--- config.mk ---
export PLATFORM = sky130hd
export DESIGN_NAME = fixed_to_float_1
export DESIGN_NICKNAME = d
export VERILOG_FILES = /design/src/rtl/fixed_float_pkg.sv /design/src/rtl/fixed_to_float_1_lead_one_det.sv /design/src/rtl/fixed_to_float_1.sv
export SDC_FILE = /design/constraint.sdc
export NUM_CORES = 1
export LEC_CHECK = 0
export BUFFER_PORTS_ARGS = -buffer_cell sky130_fd_sc_hd__buf_2
export CAP_MARGIN = 20
export CELL_PAD_IN_SITES_DETAIL_PLACEMENT = 1
export CELL_PAD_IN_SITES_GLOBAL_PLACEMENT = 1
export CORE_UTILIZATION = 44
export CTS_BUF_LIST = sky130_fd_sc_hd__clkbuf_16
export CTS_CLUSTER_SIZE = 30
export DETAILED_ROUTE_END_ITERATION = 8
export MAX_ROUTING_LAYER = met4
export PLACE_DENSITY_LB_ADDON = 0.1
export SKIP_LAST_GASP = 1
export SLEW_MARGIN = 20
export SYNTH_ARGS = -nofsm -noshare
export SYNTH_HDL_FRONTEND = slang
export SYNTH_SLANG_ARGS = --single-unit
--- constraint.sdc ---
create_clock -name clk -period 4.17 [get_ports clk]
set_input_delay 0.417 -clock clk [delete_from_list [all_inputs] [get_ports clk]]
set_output_delay 0.417 -clock clk [all_outputs]
set_load 0.03 [all_outputs]
--- src/rtl/fixed_float_pkg.sv ---
// fixed_float_pkg: IEEE754 format constants shared by the fixed<->float converters.
package fixed_float_pkg;
    function automatic int float_wid(bit dbl);
        return dbl ? 64 : 32;
    endfunction
    function automatic int sign_bit(bit dbl);
        return float_wid(dbl) - 1;
    endfunction
    function automatic int exp_wid(bit dbl);
        return dbl ? 11 : 8;
    endfunction
    function automatic int mant_wid(bit dbl);
        return dbl ? 52 : 23;
    endfunction
    function automatic int exp_bias(bit dbl);
        return dbl ? 1023 : 127;
    endfunction
endpackage

--- src/rtl/fixed_to_float_1_lead_one_det.sv ---
// lead_one_det: combinational priority encoder giving the index of the highest set bit.
module lead_one_det #(
    parameter int W = 32,
    localparam int PW = (W > 1) ? $clog2(W) : 1
) (
    input  logic [W-1:0]  v,
    output logic [PW-1:0] pos,
    output logic          none
);
    always_comb begin
        pos = '0;
        for (int i = 0; i < W; i++) pos = v[i] ? PW'(i) : pos;
    end
    assign none = ~|v;
endmodule

--- src/rtl/fixed_to_float_1.sv ---
// fixed_to_float_1: 4-stage signed fixed-point to IEEE754 converter with round-to-nearest-even.
module fixed_to_float_1
    import fixed_float_pkg::*;
#(
    parameter string FLOAT_FMT = "float",
    parameter int    INT_WID   = 16,
    parameter int    FRA_WID   = 16,
    localparam int   FLOAT_WID = float_wid(FLOAT_FMT == "double")
) (
    input  logic                 clk,
    input  logic                 rst,
    input  logic                 clk_en,
    input  logic                 in_valid,
    input  logic [INT_WID-1:0]   fixed_integer,
    input  logic [FRA_WID-1:0]   fixed_fraction,
    output logic                 out_valid,
    output logic [FLOAT_WID-1:0] float_val,
    output logic                 zero,
    output logic                 inexact
);
    localparam bit DBL  = FLOAT_FMT == "double";
    localparam int W    = INT_WID + FRA_WID;
    localparam int EW   = exp_wid(DBL);
    localparam int MW   = mant_wid(DBL);
    localparam int BIAS = exp_bias(DBL);
    localparam int PW   = $clog2(W);

    if (!(FLOAT_FMT == "float" || DBL) || INT_WID < 2 || INT_WID > 64 ||
        FRA_WID < 1 || FRA_WID > 64 || W > 96) begin : g_bad_param
        $error("fixed_to_float_1: unsupported parameter set");
    end

    logic [W-1:0]   v, mag_s1, mag_s2;
    logic [W-2:0]   norm_s3;
    logic [PW-1:0]  p, p_s2;
    logic [EW:0]    exp_s3;
    logic [3:0]     vld;
    logic           none, sign_s1, sign_s2, sign_s3, zero_s2, zero_s3;
    logic [W+MW:0]  ext;
    logic [MW:0]    rnd;
    logic           guard, sticky, inc;

    assign v = {fixed_integer, fixed_fraction};
    assign out_valid = vld[3];

    lead_one_det #(.W(W)) u_lod (.v(mag_s1), .pos(p), .none(none));

    // Bits below the leading one, zero-padded so guard/sticky vanish when nothing is discarded
    always_comb begin
        ext    = {norm_s3, {(MW + 2){1'b0}}};
        guard  = ext[W];
        sticky = |ext[W-1:0];
        inc    = guard & (sticky | ext[W+1]);
        rnd    = {1'b0, ext[W+MW -: MW]} + (MW + 1)'(inc);
    end

    always_ff @(posedge clk or posedge rst) begin
        if (rst) begin
            vld       <= '0;
            sign_s1   <= 1'b0;
            mag_s1    <= '0;
            sign_s2   <= 1'b0;
            mag_s2    <= '0;
            p_s2      <= '0;
            zero_s2   <= 1'b0;
            sign_s3   <= 1'b0;
            zero_s3   <= 1'b0;
            norm_s3   <= '0;
            exp_s3    <= '0;
            float_val <= '0;
            zero      <= 1'b0;
            inexact   <= 1'b0;
        end else if (clk_en) begin
            vld       <= {vld[2:0], in_valid};
            sign_s1   <= v[W-1];
            mag_s1    <= v[W-1] ? -v : v;
            sign_s2   <= sign_s1;
            mag_s2    <= mag_s1;
            p_s2      <= p;
            zero_s2   <= none;
            sign_s3   <= sign_s2 & ~zero_s2;
            zero_s3   <= zero_s2;
            norm_s3   <= (W - 1)'(mag_s2 << (PW'(W - 1) - p_s2));
            exp_s3    <= zero_s2 ? '0 : (EW + 1)'(int'(p_s2) - FRA_WID + BIAS);
            float_val <= zero_s3 ? '0 : {sign_s3, EW'(exp_s3 + (EW + 1)'(rnd[MW])), rnd[MW-1:0]};
            zero      <= zero_s3;
            inexact   <= ~zero_s3 & (guard | sticky);
        end
    end
endmodule

# Yosys cells after proc, flatten, opt, wreduce, memory -nomap -nowiden

Cells that the tools add are included.

Bits in registers: 151
Input port bits: 36
Output and inout bits: 35

Add/subtract/negate cells: 6
Shifts and indexed selects: 1
Multiplexer cells: 34
Bitwise gates (word level): 7
Reductions and logical operators: 3

Operators by type and width:

| kind                                             | number |
|---|---|
| 2-to-1 mux 5 bit                                 | 30 |
| 2-to-1 mux 32 bit                                | 2 |
| negator 32 bit                                   | 1 |
| OR reduction 32 bit                              | 1 |
| left shift 32 x 5 -> 31 bit                      | 1 |
| adder 23 x 1 -> 24 bit                           | 1 |
| adder 6 x 8 -> 8 bit, second input constant      | 1 |
| adder 8 x 1 -> 8 bit                             | 1 |
| 2-to-1 mux 8 bit                                 | 1 |
| OR reduction 7 bit                               | 1 |
| subtractor 5 x 5 -> 6 bit, second input constant | 1 |
| subtractor 5 bit, first input constant           | 1 |
| AND 1 bit                                        | 3 |
| inverter 1 bit                                   | 2 |
| OR 1 bit                                         | 2 |
| logical NOT 1 bit                                | 1 |
| 2-to-1 mux 1 bit                                 | 1 |

# Longest topological paths before layout

Depth in word-level cells: 31
Depth in mapped cells: 11

# Modules after synthesis

A second synthesis with hierarchy kept.

Cell total of the unflattened synthesis: 852
Area total of the unflattened synthesis: 8,814.7 µm²

Modules (own cells, without submodules):

| module           | instances | cells each | area each (µm²) |
|---|---|---|---|
| fixed_to_float_1 | 1         | 787        | 8,480.6 |
| lead_one_det     | 1         | 65         | 334.1 |

# Worst setup path before layout

No wires, ideal clock.

Path kind: register to register
Start: register norm_s3[0]
End: register float_val[28]
Data arrival time: 2.235 ns
Required time: 4.049 ns
Path slack: 1.814 ns
Cell stages (with the launch flop): 12
Path buffers: 0
Path through: dfrtp_1 > nor3_1 > a31oi_1 > ha_1 > nand3_1 > nor3_2 > and4_1 > ha_1 > and3_1 > nand3_1 > xnor2_1 > a22o_1

Longest elaborated chain between the ends: 6

Ends and longest elaborated chain:

| what                     | line                   | RTL |
|---|---|---|
| start: declaration       | fixed_to_float_1.sv:34 | `logic [W-2:0] norm_s3;` |
| start signal: assignment | fixed_to_float_1.sv:83 | `norm_s3 <= (W - 1)'(mag_s2 << (PW'(W - 1) - p_s2));` |
| OR reduction 7 bit       | fixed_to_float_1.sv:52 | `sticky = \|ext[W-1:0];` |
| OR 1 bit                 | fixed_to_float_1.sv:53 | `inc = guard & (sticky \| ext[W+1]);` |
| AND 1 bit                | fixed_to_float_1.sv:53 |  |
| adder 23 x 1 -> 24 bit   | fixed_to_float_1.sv:54 | `rnd = {1'b0, ext[W+MW -: MW]} + (MW + 1)'(inc);` |
| adder 8 x 1 -> 8 bit     | fixed_to_float_1.sv:85 | `float_val <= zero_s3 ? '0 : {sign_s3, EW'(exp_s3 + (EW + 1)'(rnd[MW])), rnd[MW-1:0]};` |
| 2-to-1 mux 32 bit        | fixed_to_float_1.sv:85 |  |
| end signal: assignment   | fixed_to_float_1.sv:85 |  |
| end: declaration         | fixed_to_float_1.sv:17 | `output logic [FLOAT_WID-1:0] float_val,` |

Every way passes these cells.
A chain may end at the register's enable or synchronous reset.

# Worst setup path after layout

Start: register norm_s3[1]
End: register float_val[28]

The elaborated chain is that of the path after synthesis.

==> impl_metrics.env <==
export IMPL_dr_pass1_iters=4
export IMPL_cp_max_fo=9
export IMPL_numPortBuffers=70
export IMPL_yosysTopAreaCellShare=0.4289
export IMPL_tightest_slew_ns=0.9279
export IMPL_netlist_area_um2=8751
export IMPL_rsz0062_at_grt="false"
export IMPL_arrival_ns=3.13
export IMPL_p_switching_mw=1.667
export IMPL_synth_fp_nets=847
export IMPL_cts_buffers=17
export IMPL_cts_htree_levels=4
export IMPL_pwr_share_seq=0.417
export IMPL_critPathLaunch="norm_s3[1]"
export IMPL_hpwl_um=16520
export IMPL_r2r_end="float_val[28]"
export IMPL_fin_area_um2=9837
export IMPL_path_buf_inv=0
export IMPL_timing_rr_start="norm_s3[1]"
export IMPL_end_kind="register"
export IMPL_worstPathRequired_ns=4.48
export IMPL_clkPwrFrac=0.306
export IMPL_netSwitchingFraction=0.3379
export IMPL_final_util=0.5054
export IMPL_yosysMostFrequentCell="dfrtp_1"
export IMPL_cp_depth=11
export IMPL_dieArea_um2=20460
export IMPL_p_leak_nw=4.104
export IMPL_syn_avg_cell_area_um2=10.87
export IMPL_status="finished, final reports clean"
export IMPL_p_comb_frac=0.277
export IMPL_antenna_found_initial=0
export IMPL_drtIter0Drc=263
export IMPL_vias_per_cell=5.898
export IMPL_p_int_mw=3.266
export IMPL_final_nets=896
export IMPL_dieHeight_um=143.0
export IMPL_n_antenna_cell=0
export IMPL_slowest_stage="nor3_2"
export IMPL_root_buffer="clkbuf_16"
export IMPL_grt_overflow=0
export IMPL_grt_pass1_wl_um=37910
export IMPL_tns_ns=0
export IMPL_final_antenna_net_count=0
export IMPL_core_um2=19460
export IMPL_vdd_ir_drop_worst_mv=0.2891
export IMPL_cts_sinks=150
export IMPL_cts_clk_slew_worst_paths_ns=0.06
export IMPL_yosysWarnings=0
export IMPL_grt_pass1_vias=6962
export IMPL_slowest_delay_ns=0.54
export IMPL_fmax_ghz=0.3549
export IMPL_place_gp_congestion=0.8160
export IMPL_rows=51
export IMPL_max_slew_margin_rel=0.3766
export IMPL_cap_violations=0
export IMPL_layout_drive_gt1_share=0.2226
export IMPL_crit_chain="nor3_1, a31oi_1, ha_1, nand3_1, nor3_2, and4_1, ha_1, and3_1, nand3_1, xnor2_1, a22o_1"
export IMPL_cts_resized=0
export IMPL_post_route_period_util=0.6758
export IMPL_finalHoldViolCount=0
export IMPL_setup_viol=0
export IMPL_clock_latency_ns=0.42
export IMPL_min_period_ns=2.818
export IMPL_reg2reg_depth=11
export IMPL_cts_buffer_depth=2
export IMPL_netlist_top_cells_area="dfrtp_1, mux4_2, mux2_2, xor2_1, mux4_1"
export IMPL_cellPowerDensity_nw_per_um2=501.5
export IMPL_yosysUniqueCellTypes=68
export IMPL_regToRegSetupSlack_ns=1.35
export IMPL_initial_core_util=0.4496
export IMPL_post_cts_buffers=0
export IMPL_cts_tree="built"
export IMPL_synth_top_area_cell="dfrtp_1"
export IMPL_async_reset_ff_frac=1.000
export IMPL_dpl_cell_area_um2=9264
export IMPL_synth_edff_count=0
export IMPL_fin_skew_ns=0.006750
export IMPL_cts_hold_buf=0
export IMPL_drc=0
export IMPL_die_w_um=143.0
export IMPL_holdCritPathClass="in2async"
export IMPL_io_pins=71
export IMPL_yosysSeqAreaShare=0.4289
export IMPL_synth_cells=805
export IMPL_wl_um=23000
export IMPL_grt_max_degree=151
export IMPL_crit_type="reg2reg"
export IMPL_synthFlopType="dfrtp_1"
export IMPL_fillCellCount=2142
export IMPL_cp_top_family="simple AND/OR/NAND/NOR gates"
export IMPL_synth_common_cells="dfrtp_1, nor2_1, a21oi_1"
export IMPL_area_growth_syn_to_layout_pct=12.41
export IMPL_slew_viol_final=0
export IMPL_vias=6676
export IMPL_gr_usage_all_layers=0.2472
export IMPL_crit_path_start_kind="register"
export IMPL_routedWlPerCell_um=20.32
export IMPL_synth_seq_cells=150
export IMPL_endpoint="float_val[28]"
-- cell usage in the layout, fill, tap and decap left out, drive strengths merged, types with 3 or more instances in the layout --
| master | instances |
|---|---|
| nand3 | 16 |
| buf | 81 |
| nand4 | 12 |
| o21a | 3 |
| o2bb2ai | 20 |
| or4 | 6 |
| a21oi | 60 |
| o22a | 4 |
| nor4 | 12 |
| o22ai | 11 |
| and4 | 4 |
| o211ai | 4 |
| a22o | 24 |
| mux2i | 15 |
| o32ai | 3 |
| mux4 | 35 |
| nand2 | 45 |
| nor2 | 77 |
| nor3 | 16 |
| dfrtp | 150 |
| xnor2 | 16 |
| a31oi | 7 |
| and2 | 5 |
| clkbuf | 17 |
| xor2 | 41 |
| inv | 32 |
| o41ai | 9 |
| a22oi | 5 |
| nor4b | 3 |
| o31ai | 20 |
| and3 | 7 |
| bufinv | 3 |
| ha | 6 |
| mux2 | 43 |
| nand2b | 4 |
| clkinv | 5 |
| o21ai | 22 |
-- layout make-up --
class,instances,area (um^2),share of cell area
clock buffer,17,425.4,0.04325
inverter,27,105.1,0.01068
clock inverter,15,147.6,0.01501
multi-input combinational,577,4624,0.4701
timing repair buffer,81,447.9,0.04554
tap,265,331.6,0.03371
sequential,150,3755,0.3817
-- state kept, by name (all words and copies together), names as in the netlist --
register and cells:
sign_s2 1, zero_s3 1, zero 1, p_s2 5
mag_s2 31, mag_s1 32, zero_s2 1, sign_s1 1
vld 4, norm_s3 31, inexact 1, float_val 32
exp_s3 8, sign_s3 1
-- power groups by stage --
stage / logic [mW] / clock network (mW) / registers (mW)
4_1_cts: 1.38 / 1.55 / 2.06
6_report: 1.37 / 1.51 / 2.05
3_5_place_dp: 1.37 / 0 / 2.08
5_1_grt: 1.49 / 1.61 / 2.11
2_1_floorplan: 0.920 / 0 / 2.10
3_3_place_gp: 1.33 / 0 / 2.05
-- tightest hold or removal path: cells and delay by family --
kind                   cells  cell delay [ns]
buffers and inverters      3             0.65
-- routing by layer --
metal  wire [um]  global-route usage  vias to the layer above
met5           0                   -                        -
met4         609             0.08432                        0
met3         561             0.04695                       29
met2       11740              0.4072                      113
met1       10090              0.3040                     3380
li1            -                   -                     3154
-- per-stage QoR --
step	std cells	setup WS, ns	power [mW]	hold slack (ns)
global placement	1100	1.500	3.384	0.4633
detailed placement	1100	1.316	3.449	0.4691
finish	1132	1.352	4.933	0.1466
CTS	1132	1.305	4.989	0.2154
global route	1132	1.104	5.207	0.2127
floorplan	805	1.814	3.020	0.4551
-- kinds of logic after synthesis --
kind of cell | Yosys count | synth area share
multiplexers | 93 | 0.1691
AO/OA/AOI/OAI | 207 | 0.1694
AND/OR/NAND/NOR | 214 | 0.1242
adder cells (fa/ha/maj) | 6 | 0.008579
XOR/XNOR | 57 | 0.05705
flip-flops | 150 | 0.4289
buffers and inverters | 78 | 0.04261
-- worst min-delay path by stage --
stage	endpoint	start	slack, ns
CTS	vld[0]	in_valid	0.22
global placement	float_val[21]	float_val[21]	0.46
floorplan	norm_s3[3]	norm_s3[3]	0.46
global route	vld[0]	in_valid	0.21
finish	float_val[12]	rst	0.15
detailed placement	float_val[12]	float_val[12]	0.47
No activity file was read; power rests on OpenSTA's default activity.
